`src/rtl/fwd_sel_pipe_pkg.sv`:
```
// Shared constants for the operand-forwarding selector.
// Stage indices, Tnew/Tuse codes and default entry layout.
package fwd_sel_pipe_pkg;

    localparam int STG_E = 0;
    localparam int STG_M = 1;
    localparam int STG_W = 2;

    localparam int FWD_AW = 5;
    localparam int FWD_TW = 2;

    localparam logic [FWD_TW-1:0] T_ALU    = 2'd1;
    localparam logic [FWD_TW-1:0] T_LOAD   = 2'd2;
    localparam logic [FWD_TW-1:0] TUSE_BR  = 2'd0;
    localparam logic [FWD_TW-1:0] TUSE_ALU = 2'd1;
    localparam logic [FWD_TW-1:0] TUSE_ST  = 2'd2;

    typedef struct packed {
        logic              v;
        logic [FWD_AW-1:0] a3;
        logic [FWD_TW-1:0] tnew;
    } fwd_ent_t;

endpackage

```
`src/rtl/fwd_port_sel.sv`:
```
// Single read-port forwarding select: youngest match, mux, hazard.
// Ports: i_v/i_a3/i_tnew entries, i_addr/i_tuse/i_rf port, i_stg results; o_op, o_haz.
module fwd_port_sel
    import fwd_sel_pipe_pkg::*;
#(
    parameter int WIDTH = 32,
    parameter int AW    = 5,
    parameter int DEPTH = 3,
    parameter int TW    = 2
) (
    input  logic [DEPTH-1:0]       i_v,
    input  logic [DEPTH*AW-1:0]    i_a3,
    input  logic [DEPTH*TW-1:0]    i_tnew,
    input  logic [AW-1:0]          i_addr,
    input  logic [TW-1:0]          i_tuse,
    input  logic [WIDTH-1:0]       i_rf,
    input  logic [DEPTH*WIDTH-1:0] i_stg,
    output logic [WIDTH-1:0]       o_op,
    output logic                   o_haz
);

    logic             w_hit;
    logic [TW-1:0]    w_tnew;
    logic [WIDTH-1:0] w_data;

    // Scan oldest to youngest so the youngest match overwrites;
    // older entries behind it are thereby ignored.
    always_comb begin
        w_hit  = 1'b0;
        w_tnew = '0;
        w_data = '0;
        for (int k = DEPTH - 1; k >= 0; k--) begin
            if (i_v[k] && (i_a3[k*AW +: AW] == i_addr)
                && (i_addr != '0)) begin
                w_hit  = 1'b1;
                w_tnew = i_tnew[k*TW +: TW];
                w_data = i_stg[k*WIDTH +: WIDTH];
            end
        end
    end

    always_comb begin
        o_op  = i_rf;
        o_haz = 1'b0;
        if (w_hit) begin
            if (w_tnew == '0) begin
                o_op = w_data;
            end
            o_haz = (w_tnew > i_tuse);
        end
    end

endmodule

```
`src/rtl/fwd_sel_pipe.sv`:
```
// Operand forwarding selector: tracks E/M/W writes, picks operands, stalls.
// Optional FWD_STALL_CNT_EN adds a 32-bit stall-cycle counter on stall_cnt.
module fwd_sel_pipe
    import fwd_sel_pipe_pkg::*;
#(
    parameter int WIDTH = 32,
    parameter int AW    = 5,
    parameter int NRD   = 2,
    parameter int DEPTH = 3,
    parameter int TW    = 2
) (
    input  logic                   clk,
    input  logic                   reset,
    input  logic                   iss_valid,
    input  logic [AW-1:0]          iss_a3,
    input  logic [TW-1:0]          iss_tnew,
    input  logic                   flush,
    input  logic [NRD*AW-1:0]      rd_addr,
    input  logic [NRD*TW-1:0]      rd_tuse,
    input  logic [NRD*WIDTH-1:0]   rf_data,
    input  logic [DEPTH*WIDTH-1:0] stg_data,
    output logic [NRD*WIDTH-1:0]   op_data,
    output logic                   stall_req,
    output logic [31:0]            stall_cnt
);

    logic [DEPTH-1:0]    r_v;
    logic [DEPTH*AW-1:0] r_a3;
    logic [DEPTH*TW-1:0] r_tnew;
    logic [NRD-1:0]      w_haz;

    function automatic logic [TW-1:0] f_dec(
        input logic [TW-1:0] t
    );
        return (t == '0) ? t : t - TW'(1);
    endfunction

    // Stalled issues enter E as a bubble; the shift never freezes.
    always_ff @(posedge clk or negedge reset) begin
        if (!reset) begin
            r_v    <= '0;
            r_a3   <= '0;
            r_tnew <= '0;
        end else begin
            r_v[STG_E] <= iss_valid & ~stall_req
                        & (iss_a3 != '0) & ~flush;
            r_a3[STG_E*AW +: AW]   <= iss_a3;
            r_tnew[STG_E*TW +: TW] <= iss_tnew;
            for (int k = 1; k < DEPTH; k++) begin
                r_v[k] <= r_v[k-1] & ~flush;
                r_a3[k*AW +: AW] <= r_a3[(k-1)*AW +: AW];
                r_tnew[k*TW +: TW] <=
                    f_dec(r_tnew[(k-1)*TW +: TW]);
            end
        end
    end

    for (genvar g = 0; g < NRD; g++) begin : g_port
        fwd_port_sel #(
            .WIDTH (WIDTH),
            .AW    (AW),
            .DEPTH (DEPTH),
            .TW    (TW)
        ) u_sel (
            .i_v    (r_v),
            .i_a3   (r_a3),
            .i_tnew (r_tnew),
            .i_addr (rd_addr[g*AW +: AW]),
            .i_tuse (rd_tuse[g*TW +: TW]),
            .i_rf   (rf_data[g*WIDTH +: WIDTH]),
            .i_stg  (stg_data),
            .o_op   (op_data[g*WIDTH +: WIDTH]),
            .o_haz  (w_haz[g])
        );
    end

    assign stall_req = |w_haz;

`ifdef FWD_STALL_CNT_EN
    logic [31:0] r_stall_cnt;

    always_ff @(posedge clk or negedge reset) begin
        if (!reset) begin
            r_stall_cnt <= '0;
        end else if (stall_req) begin
            r_stall_cnt <= r_stall_cnt + 32'd1;
        end
    end

    assign stall_cnt = r_stall_cnt;
`else
    assign stall_cnt = 32'h0;
`endif

endmodule

```
`config.mk`:
```
export PLATFORM = sky130hd
export DESIGN_NAME = fwd_sel_pipe
export DESIGN_NICKNAME = d
export VERILOG_FILES = /design/src/rtl/fwd_sel_pipe_pkg.sv /design/src/rtl/fwd_port_sel.sv /design/src/rtl/fwd_sel_pipe.sv
export SDC_FILE = /design/constraint.sdc
export NUM_CORES = 1
export LEC_CHECK = 0
export BUFFER_PORTS_ARGS = -buffer_cell sky130_fd_sc_hd__buf_2
export CAP_MARGIN = 40
export CORE_AREA = 3 3 107 109
export CTS_CLUSTER_DIAMETER = 40
export DETAILED_ROUTE_END_ITERATION = 8
export DIE_AREA = 0 0 110 112
export GPL_TIMING_DRIVEN = 0
export PLACE_DENSITY = 0.71
export SLEW_MARGIN = 40
export SYNTH_ARGS = -nofsm -noshare
export SYNTH_HDL_FRONTEND = slang
export SYNTH_SLANG_ARGS = --single-unit
```
`constraint.sdc`:
```
create_clock -name clk -period 3.5 [get_ports clk]
set_input_delay 0.175 -clock clk [delete_from_list [all_inputs] [get_ports clk]]
set_output_delay 0.175 -clock clk [all_outputs]
set_load 0.02 [all_outputs]
```
==> impl_metrics.prom, run 1 <==
# TYPE chip_impl_metric gauge
chip_impl_info{name="run_status",value="finished, final reports clean"} 1
chip_impl_metric{name="clock_skew",unit="ps"} 3.649
chip_impl_metric{name="maxSlewHeadroom",unit=""} 0.6300
chip_impl_metric{name="cp_slowest_stage_delay",unit="ps"} 430
chip_impl_info{name="timing.critical_path.max_delay_family",value="simple AND/OR/NAND/NOR gates"} 1
chip_impl_metric{name="insertion_delay",unit="ps"} 260
chip_impl_info{name="tritoncts_clock_tree",value="done"} 1
chip_impl_metric{name="timing.final.setup_violations",unit=""} 0
chip_impl_metric{name="grt_usage",unit=""} 0.2243
chip_impl_metric{name="period_needed",unit="ps"} 3227
chip_impl_info{name="netlist_top_cells_area",value="sky130_fd_sc_hd__dfrtp_1 (16%), sky130_fd_sc_hd__mux2_2 (12%), sky130_fd_sc_hd__nor2_1 (10%)"} 1
chip_impl_metric{name="postSynthRegisterBits",unit=""} 24
chip_impl_metric{name="antenna_violations_before_repair",unit=""} 0
chip_impl_metric{name="max_freq",unit="MHz"} 309.9
chip_impl_metric{name="first_global_vias",unit=""} 4541
chip_impl_metric{name="worst_pin_slew",unit="ps"} 555.0
chip_impl_info{name="ctsRootBufferMaster",value="sky130_fd_sc_hd__clkbuf_8"} 1
chip_impl_metric{name="period_share",unit=""} 0.9219
chip_impl_metric{name="power.ir.vdd_worst",unit="uV"} 233.2
chip_impl_metric{name="synth-async-reset-ratio",unit=""} 1.000
chip_impl_metric{name="die_x",unit="um"} 110
chip_impl_metric{name="worst-path-max-fanout",unit=""} 18
chip_impl_metric{name="timing.critical_path.depth",unit=""} 9
chip_impl_metric{name="die_area",unit="sq um"} 12320
chip_impl_metric{name="wl_per_cell",unit="um"} 16.13
chip_impl_info{name="timing.critical_path.slowest_stage_cell",value="sky130_fd_sc_hd__a221oi_4"} 1
chip_impl_metric{name="required",unit="ps"} 3320
chip_impl_metric{name="cts_max_level",unit=""} 1
chip_impl_metric{name="hold_fails_final_rpt",unit=""} 0
chip_impl_metric{name="post_synth_num_cell_types",unit=""} 46
chip_impl_metric{name="globalRoute.totalOverflow",unit=""} 0
chip_impl_info{name="worst_hold_path_type",value="input pin to register"} 1
chip_impl_metric{name="drt-vias-per-instance",unit=""} 5.207
chip_impl_metric{name="grt_max_degree",unit=""} 25
chip_impl_metric{name="globalRouteMet3Util",unit=""} 0.02203
chip_impl_info{name="most_area_hungry_cell_type_in_the_yosys_netlist",value="sky130_fd_sc_hd__dfrtp_1"} 1
chip_impl_info{name="timing.critical_path.from_type",value="register"} 1
chip_impl_metric{name="timing.max_cap.violations",unit=""} 0
chip_impl_metric{name="layout-drive-gt1-share",unit=""} 0.4557
chip_impl_metric{name="gpl.final_weighted_congestion",unit=""} 0.8540
chip_impl_metric{name="post-route-util",unit=""} 0.5040
chip_impl_metric{name="design.final.nets",unit=""} 970
chip_impl_metric{name="clock_sink_count",unit=""} 24
chip_impl_metric{name="grt_util_met1",unit=""} 0.2849
chip_impl_metric{name="totalNegativeSetupSlack",unit="ps"} 0
chip_impl_metric{name="avg_inst_size_synth",unit="sq um"} 7.520
chip_impl_info{name="ys_dominant_reg_cell",value="sky130_fd_sc_hd__dfrtp_1"} 1
chip_impl_metric{name="cp_data_arrival_time",unit="ps"} 3050
chip_impl_metric{name="clock_path_buffers",unit=""} 2
chip_impl_metric{name="cts_made_buffers",unit=""} 3
chip_impl_metric{name="routed_antenna_nets",unit=""} 0
chip_impl_metric{name="path_clk_slew",unit="ps"} 70
chip_impl_metric{name="die-height",unit="um"} 112
chip_impl_metric{name="power.leakage",unit="uW"} 0.002513
chip_impl_metric{name="start_util",unit=""} 0.3473
chip_impl_metric{name="diodes",unit=""} 0
chip_impl_metric{name="power.density",unit="nW/um^2"} 164.8
chip_impl_metric{name="dp_hpwl",unit="mm"} 11.87
chip_impl_metric{name="worst_hold_path.num_cells",unit=""} 1
chip_impl_metric{name="synth_sequential_area_ratio",unit=""} 0.1617
chip_impl_metric{name="timing_max_transition_violations_final",unit=""} 0
chip_impl_metric{name="grtUsageMet2",unit=""} 0.3956
chip_impl_metric{name="yosysWarnings",unit=""} 0
chip_impl_metric{name="core-area",unit="sq um"} 10700
chip_impl_metric{name="totalWireLength",unit="mm"} 14.83
chip_impl_metric{name="pin_count",unit=""} 282
chip_impl_metric{name="routed-via-count",unit=""} 4785
chip_impl_metric{name="drt_pass1_iterations",unit=""} 4
chip_impl_metric{name="grt_first_pass_wirelength",unit="mm"} 22.24
chip_impl_info{name="layer_with_the_highest_usage_after_global_routing",value="met2"} 1
chip_impl_metric{name="drtIter0Drc",unit=""} 369
chip_impl_info{name="crit_path_end_kind",value="output pin"} 1
chip_impl_metric{name="post-route-drc-count",unit=""} 0
chip_impl_metric{name="synth.cell_area",unit="sq um"} 3715
chip_impl_metric{name="number_of_standard_cells_after_synthesis",unit=""} 494
chip_impl_metric{name="crit_buf_inv",unit=""} 3
chip_impl_metric{name="design_power_total",unit="uW"} 888.3
chip_impl_info{name="critPathKind",value="register to output pin"} 1
chip_impl_metric{name="reg2regPathDepth",unit=""} 11
chip_impl_info{name="rsz0062_at_grt",value="no"} 1
chip_impl_metric{name="finalHoldWorstSlack",unit="ps"} 17.60
chip_impl_metric{name="synth-edff-count",unit=""} 0
chip_impl_metric{name="io_buffers",unit=""} 249
chip_impl_metric{name="number_of_rows_in_the_core_area",unit=""} 38
chip_impl_metric{name="synth_top_area_frac",unit=""} 0.1617
chip_impl_metric{name="synthesis_to_layout_area_growth",unit="%"} 45.13
chip_impl_info{name="cell_breakdown_of_the_critical_path",value="xor2_1 > nor4_4 > and3b_1 > buf_4 > a21oi_1 > a221oi_4 > buf_6 > mux2_2 > buf_2"} 1
chip_impl_metric{name="regToRegSetupSlack",unit="ps"} 670
## power by group
group          switching, uW  leakage, uW  internal, uW
clock network           75.9    0.0000216          76.8
registers               15.7     0.000291           291
logic                    230      0.00220           199
total                    322      0.00251           567
## final timing paths
| kind | start | end |
|---|---|---|
| worst min-delay path | iss_tnew[1] | r_tnew[1] |
| max in group asynchronous | reset | r_a3[14] |
| worst max register to register | r_a3[6] | r_v[0] |
| min in group asynchronous | reset | r_v[0] |
| worst max-delay path | r_a3[9] | op_data[22] |
| worst min register to register | r_a3[5] | r_a3[10] |
## layout make-up
cell class / count / area [sq um]
Fill cell: 1101 / 5306
Timing Repair Buffer: 253 / 1281
Multi-Input combinational cell: 424 / 2851
Clock buffer: 3 / 41.29
Buffer: 72 / 430.4
Sequential cell: 24 / 600.6
Inverter: 3 / 11.26
Tap cell: 140 / 175.2
## synth_stat cells (7+ instances only)
| cell type | n |
|---|---|
| sky130_fd_sc_hd__buf_2 | 7 |
| sky130_fd_sc_hd__nor3_1 | 7 |
| sky130_fd_sc_hd__a221oi_1 | 32 |
| sky130_fd_sc_hd__clkbuf_1 | 30 |
| sky130_fd_sc_hd__nor2_1 | 100 |
| sky130_fd_sc_hd__mux2_1 | 23 |
| sky130_fd_sc_hd__a31oi_1 | 33 |
| sky130_fd_sc_hd__buf_4 | 33 |
| sky130_fd_sc_hd__nand2_1 | 39 |
| sky130_fd_sc_hd__dfrtp_1 | 24 |
| sky130_fd_sc_hd__nand4_1 | 37 |
| sky130_fd_sc_hd__mux2_2 | 41 |
| sky130_fd_sc_hd__xnor2_1 | 24 |
## registers in the layout, summed over array words and instances (netlist names)
signal / count
r_a3: 15
r_tnew: 6
r_v: 3
## through the flow
step / setup WS [ps] / cell area [sq um] / cells
finish: 273.4 / 5391 / 919
global route: 42.36 / 5391 / 919
global placement: -211.4 / 5253 / 914
floorplan: 484.0 / 3831 / 525
CTS: 39.67 / 5348 / 918
detailed placement: 56.75 / 5268 / 914
## cells by family after synthesis
kind of cell,synth area share
AND/OR/NAND/NOR,0.2745
multiplexers,0.1940
XOR/XNOR,0.07073
AO/OA/AOI/OAI,0.1650
adder cells (fa/ha/maj),0.01347
flip-flops,0.1617
other,0.001009
buffers and inverters,0.1196
## layer usage
layer / share of wire / vias to the layer above
met5: 0 / -
met4: 0.018 / 0
met3: 0.085 / 23
met2: 0.50 / 226
met1: 0.39 / 2211
li1: - / 2325
## cell usage in the layout (no fill, tap or decap), drive strengths merged, types with 4 or more instances in the layout
| cell | synthesis | layout |
|---|---|---|
| buf | 44 | 295 |
| nor2 | 102 | 102 |
| a31oi | 33 | 33 |
| conb | 1 | 32 |
| ha | 4 | 4 |
| nor2b | 6 | 6 |
| dfrtp | 24 | 24 |
| o21ai | 5 | 5 |
| nor4 | 4 | 4 |
| clkbuf | 30 | 31 |
| mux2 | 64 | 64 |
| xnor2 | 24 | 24 |
| a221oi | 33 | 33 |
| nand2 | 39 | 39 |
| nor3 | 7 | 7 |
| xor2 | 6 | 6 |
| nand4 | 37 | 37 |
## repair_timing
| item | in CTS | in global routing |
|---|---|---|
| pin swaps | 0 | 1 |
| buffers inserted | 0 | 2 |
| hold buffers | 1 | 1 |
| resized for setup | 4 | 9 |
| endpoints found under the hold margin | 24 | 1 |
| endpoints found under the setup margin | 1 | 1 |
Power figures use the tool's default switching activity.
==> run 2: changes to the inputs <==
CORE_AREA = 3 3 108 110   (was 3 3 107 109)
DIE_AREA = 0 0 111 113   (was 0 0 110 112)
PLACE_DENSITY = 0.7   (was 0.71)
SYNTH_HIERARCHICAL = 1   (was unset)
==> impl_metrics.prom, run 2 <==
# TYPE chip_impl_metric gauge
chip_impl_metric{name="totalWireLength",unit="mm"} 15.30
chip_impl_info{name="largest_registers",value="r_a3 x15, r_tnew x6, r_v x3"} 1
chip_impl_metric{name="globalRoute.totalOverflow",unit=""} 0
chip_impl_info{name="rsz0062_at_grt",value="no"} 1
chip_impl_metric{name="start_util",unit=""} 0.3478
chip_impl_metric{name="totalNegativeSetupSlack",unit="ps"} 0
chip_impl_info{name="crit_path_end_kind",value="output pin"} 1
chip_impl_metric{name="max_freq",unit="MHz"} 310.2
chip_impl_metric{name="clock_path_buffers",unit=""} 2
chip_impl_metric{name="synthesis_to_layout_area_growth",unit="%"} 44.33
chip_impl_metric{name="post-route-util",unit=""} 0.5020
chip_impl_info{name="top_reg_by_flops",value="r_a3"} 1
chip_impl_metric{name="timing.max_cap.violations",unit=""} 0
chip_impl_metric{name="avg_inst_size_synth",unit="sq um"} 7.163
chip_impl_metric{name="finalHoldWorstSlack",unit="ps"} 12.92
chip_impl_metric{name="period_needed",unit="ps"} 3224
chip_impl_metric{name="synth.cell_area",unit="sq um"} 3754
chip_impl_metric{name="cts_made_buffers",unit=""} 3
chip_impl_metric{name="first_global_vias",unit=""} 4683
chip_impl_metric{name="hold_fails_final_rpt",unit=""} 0
chip_impl_metric{name="power.sequential.fraction",unit=""} 0.316
chip_impl_metric{name="die-height",unit="um"} 113
chip_impl_metric{name="postSynthRegisterBits",unit=""} 24
chip_impl_info{name="critPathKind",value="register to output pin"} 1
chip_impl_metric{name="path_clk_slew",unit="ps"} 80
chip_impl_info{name="tritoncts_clock_tree",value="done"} 1
chip_impl_metric{name="diodes",unit=""} 0
chip_impl_metric{name="period_share",unit=""} 0.9212
chip_impl_metric{name="cts_max_level",unit=""} 1
chip_impl_metric{name="drtIter0Drc",unit=""} 303
chip_impl_metric{name="netSwitchingFraction",unit=""} 0.3325
chip_impl_metric{name="place_area",unit="sq um"} 5301
chip_impl_info{name="synth_top_cells_by_count",value="sky130_fd_sc_hd__a21oi_1 (134), sky130_fd_sc_hd__nor2_1 (69), sky130_fd_sc_hd__nand3_1 (68)"} 1
chip_impl_info{name="timing.critical_path.from_type",value="register"} 1
chip_impl_metric{name="drt_pass1_iterations",unit=""} 5
chip_impl_metric{name="maxSlewHeadroom",unit=""} 0.6346
chip_impl_metric{name="worst-path-max-fanout",unit=""} 17
chip_impl_metric{name="antenna_violations_before_repair",unit=""} 2
chip_impl_info{name="ctsRootBufferMaster",value="sky130_fd_sc_hd__clkbuf_8"} 1
chip_impl_metric{name="grt_first_pass_wirelength",unit="mm"} 23.65
chip_impl_metric{name="cp_slowest_stage_delay",unit="ps"} 430
chip_impl_info{name="netlist_top_cells_area",value="sky130_fd_sc_hd__mux2_2 (18%), sky130_fd_sc_hd__a21oi_1 (18%), sky130_fd_sc_hd__dfrtp_1 (16%)"} 1
chip_impl_metric{name="core-area",unit="sq um"} 10790
chip_impl_metric{name="clock_sink_count",unit=""} 24
chip_impl_metric{name="pwr-share-clk",unit=""} 0.247
chip_impl_metric{name="insertion_delay",unit="ps"} 260
chip_impl_info{name="timing.critical_path.slowest_stage_cell",value="sky130_fd_sc_hd__dfrtp_1"} 1
chip_impl_metric{name="routed_antenna_nets",unit=""} 0
chip_impl_metric{name="max_reg_flops",unit=""} 15
chip_impl_info{name="ys_dominant_reg_cell",value="sky130_fd_sc_hd__dfrtp_1"} 1
chip_impl_metric{name="post_synth_num_cell_types",unit=""} 30
chip_impl_metric{name="pin_count",unit=""} 282
chip_impl_metric{name="clock_skew",unit="ps"} 1.710
chip_impl_metric{name="p_int",unit="uW"} 644.9
chip_impl_info{name="worst_hold_path_type",value="input pin to register"} 1
chip_impl_metric{name="wl_per_cell",unit="um"} 16.15
chip_impl_metric{name="required",unit="ps"} 3320
chip_impl_info{name="most_area_hungry_cell_type_in_the_yosys_netlist",value="sky130_fd_sc_hd__mux2_2"} 1
chip_impl_info{name="synth_most_common_cell",value="sky130_fd_sc_hd__a21oi_1"} 1
chip_impl_metric{name="yosysWarnings",unit=""} 6
chip_impl_metric{name="power.net_switching",unit="uW"} 321.3
chip_impl_metric{name="synth_sequential_area_ratio",unit=""} 0.1600
chip_impl_metric{name="grt_usage",unit=""} 0.2276
chip_impl_metric{name="synth-edff-count",unit=""} 0
chip_impl_metric{name="io_buffers",unit=""} 249
chip_impl_metric{name="number_of_rows_in_the_core_area",unit=""} 38
chip_impl_metric{name="grt_max_degree",unit=""} 25
chip_impl_metric{name="number_of_standard_cells_after_synthesis",unit=""} 524
chip_impl_info{name="run_status",value="finished, final reports clean"} 1
chip_impl_info{name="layout_commonest_cell",value="sky130_fd_sc_hd__buf_2"} 1
chip_impl_metric{name="combinational_group_share_of_total_power",unit=""} 0.438
chip_impl_metric{name="layout-drive-gt1-share",unit=""} 0.4647
chip_impl_metric{name="synth_top_area_frac",unit=""} 0.1800
chip_impl_metric{name="place_inst",unit=""} 944
chip_impl_metric{name="synth-async-reset-ratio",unit=""} 1.000
chip_impl_metric{name="timing_max_transition_violations_final",unit=""} 0
chip_impl_metric{name="routed-via-count",unit=""} 4814
chip_impl_metric{name="die_x",unit="um"} 111
chip_impl_metric{name="post-route-drc-count",unit=""} 0
chip_impl_metric{name="fin_area",unit="sq um"} 5418
chip_impl_metric{name="final_cell_count_no_fill",unit=""} 947
chip_impl_metric{name="design.final.nets",unit=""} 997
chip_impl_metric{name="dp_hpwl",unit="mm"} 12.29
chip_impl_metric{name="power.ir.vdd_worst",unit="uV"} 237.4
chip_impl_metric{name="fillCellCount",unit=""} 1125
chip_impl_info{name="layout_common_cells",value="sky130_fd_sc_hd__buf_2 (251), sky130_fd_sc_hd__a21oi_1 (134), sky130_fd_sc_hd__nor2_1 (69)"} 1
chip_impl_metric{name="worst_pin_slew",unit="ps"} 548.1
chip_impl_metric{name="drt-vias-per-instance",unit=""} 5.083
chip_impl_metric{name="power.density",unit="nW/um^2"} 178.3
chip_impl_metric{name="die_area",unit="sq um"} 12540
chip_impl_metric{name="gpl.final_weighted_congestion",unit=""} 0.8366
chip_impl_metric{name="timing.final.setup_violations",unit=""} 0
chip_impl_metric{name="cp_data_arrival_time",unit="ps"} 3050
chip_impl_info{name="cell_breakdown_of_the_critical_path",value="xnor2_1 > nand4_1 > or3_1 > buf_4 > a311oi_2 > nor2_1 > ha_1 > a21oi_1 > a211oi_1 > or2_4 > buf_2"} 1
chip_impl_metric{name="power.leakage",unit="uW"} 0.002524
## run 2: cell count changes after synthesis, sizes merged, moves of 4 or more
cell and delta:
a31oi -33, nand2 -29, xnor2 +6, a221oi -33
xor2 -6, a21oi +133, nand4 -31, nand3 +67
nor3 +4, nor2 -31, nor4 -4
## run 2: critical path, delay by kind of cell (launching register included)
| kind | cells | cell delay, ps |
|---|---|---|
| AOI/OAI and AO/OA | 3 | 520 |
| xor gates and xnor gates | 1 | 160 |
| adders and majority gates | 1 | 300 |
| buffers and inverters | 2 | 370 |
| DFF | 1 | 430 |
| and+or+nand+nor | 4 | 1010 |
## run 2: logic make-up after synthesis
| logic type | count (synthesis) | synth area share |
|---|---|---|
| flip-flops | 24 | 0.1600 |
| adder cells (fa/ha/maj) | 4 | 0.01333 |
| XOR/XNOR | 30 | 0.07000 |
| other | 1 | 0.0009990 |
| AO/OA/AOI/OAI | 143 | 0.2053 |
| AND/OR/NAND/NOR | 181 | 0.2347 |
| buffers and inverters | 77 | 0.1237 |
| multiplexers | 64 | 0.1920 |
## run 2: cell type report
type                       instances  area [sq um]  area share
sequential                        24         600.6      0.1109
buffer                            70         442.9     0.08176
multi-input combinational        454          2853      0.5266
inverter                           5         18.77    0.003464
clock inverter                     1         30.03    0.005543
clock buffer                       3         41.29    0.007621
tap                              140         175.2     0.03233
timing repair buffer             250          1256      0.2319
## run 2: final timing paths
check	startpoint	to	slack (ps)	cells after the start
hold / removal	iss_tnew[1]	r_tnew[1]	10	1
setup / recovery	r_a3[5]	stall_req	280	11
min in group asynchronous	reset	r_a3[13]	410	2
hold reg to reg	r_a3[7]	r_a3[12]	440	0
max in group asynchronous	reset	r_tnew[2]	2740	2
setup reg to reg	r_a3[5]	r_v[0]	570	11
## run 2: per-layer routing
layer / wire (um) / part of all wire / track usage
met1: 5937 / 0.39 / 0.2780
met2: 7794 / 0.51 / 0.4203
met3: 1217 / 0.080 / 0.03316
met4: 320 / 0.021 / 0.05665
met5: 27 / 0.0018 / 0
## run 2: per-stage QoR
step | setup WS, ps | power, uW
after floorplan | 886.1 | 539.6
after global placement | 74.56 | 723.3
after detailed placement | 316.3 | 729.2
after CTS | 26.15 | 969.8
after global routing | 71.91 | 1021
final | 275.9 | 966.1
## run 2: power by group through the flow
| stage | sequential (uW) | clock (uW) | combinational, uW |
|---|---|---|---|
| after floorplan | 307 | 0 | 232 |
| after global placement | 310 | 0 | 413 |
| after detailed placement | 311 | 0 | 419 |
| after CTS | 305 | 244 | 421 |
| after global routing | 307 | 256 | 458 |
| final | 305 | 238 | 423 |
## run 2: timing repair
action / CTS / global route
hold buffers: 1 / 0
endpoints found under the hold margin: 24 / 0
buffers inserted: 0 / 0
gates resized for setup: 0 / 13
endpoints found under the setup margin: 0 / 1
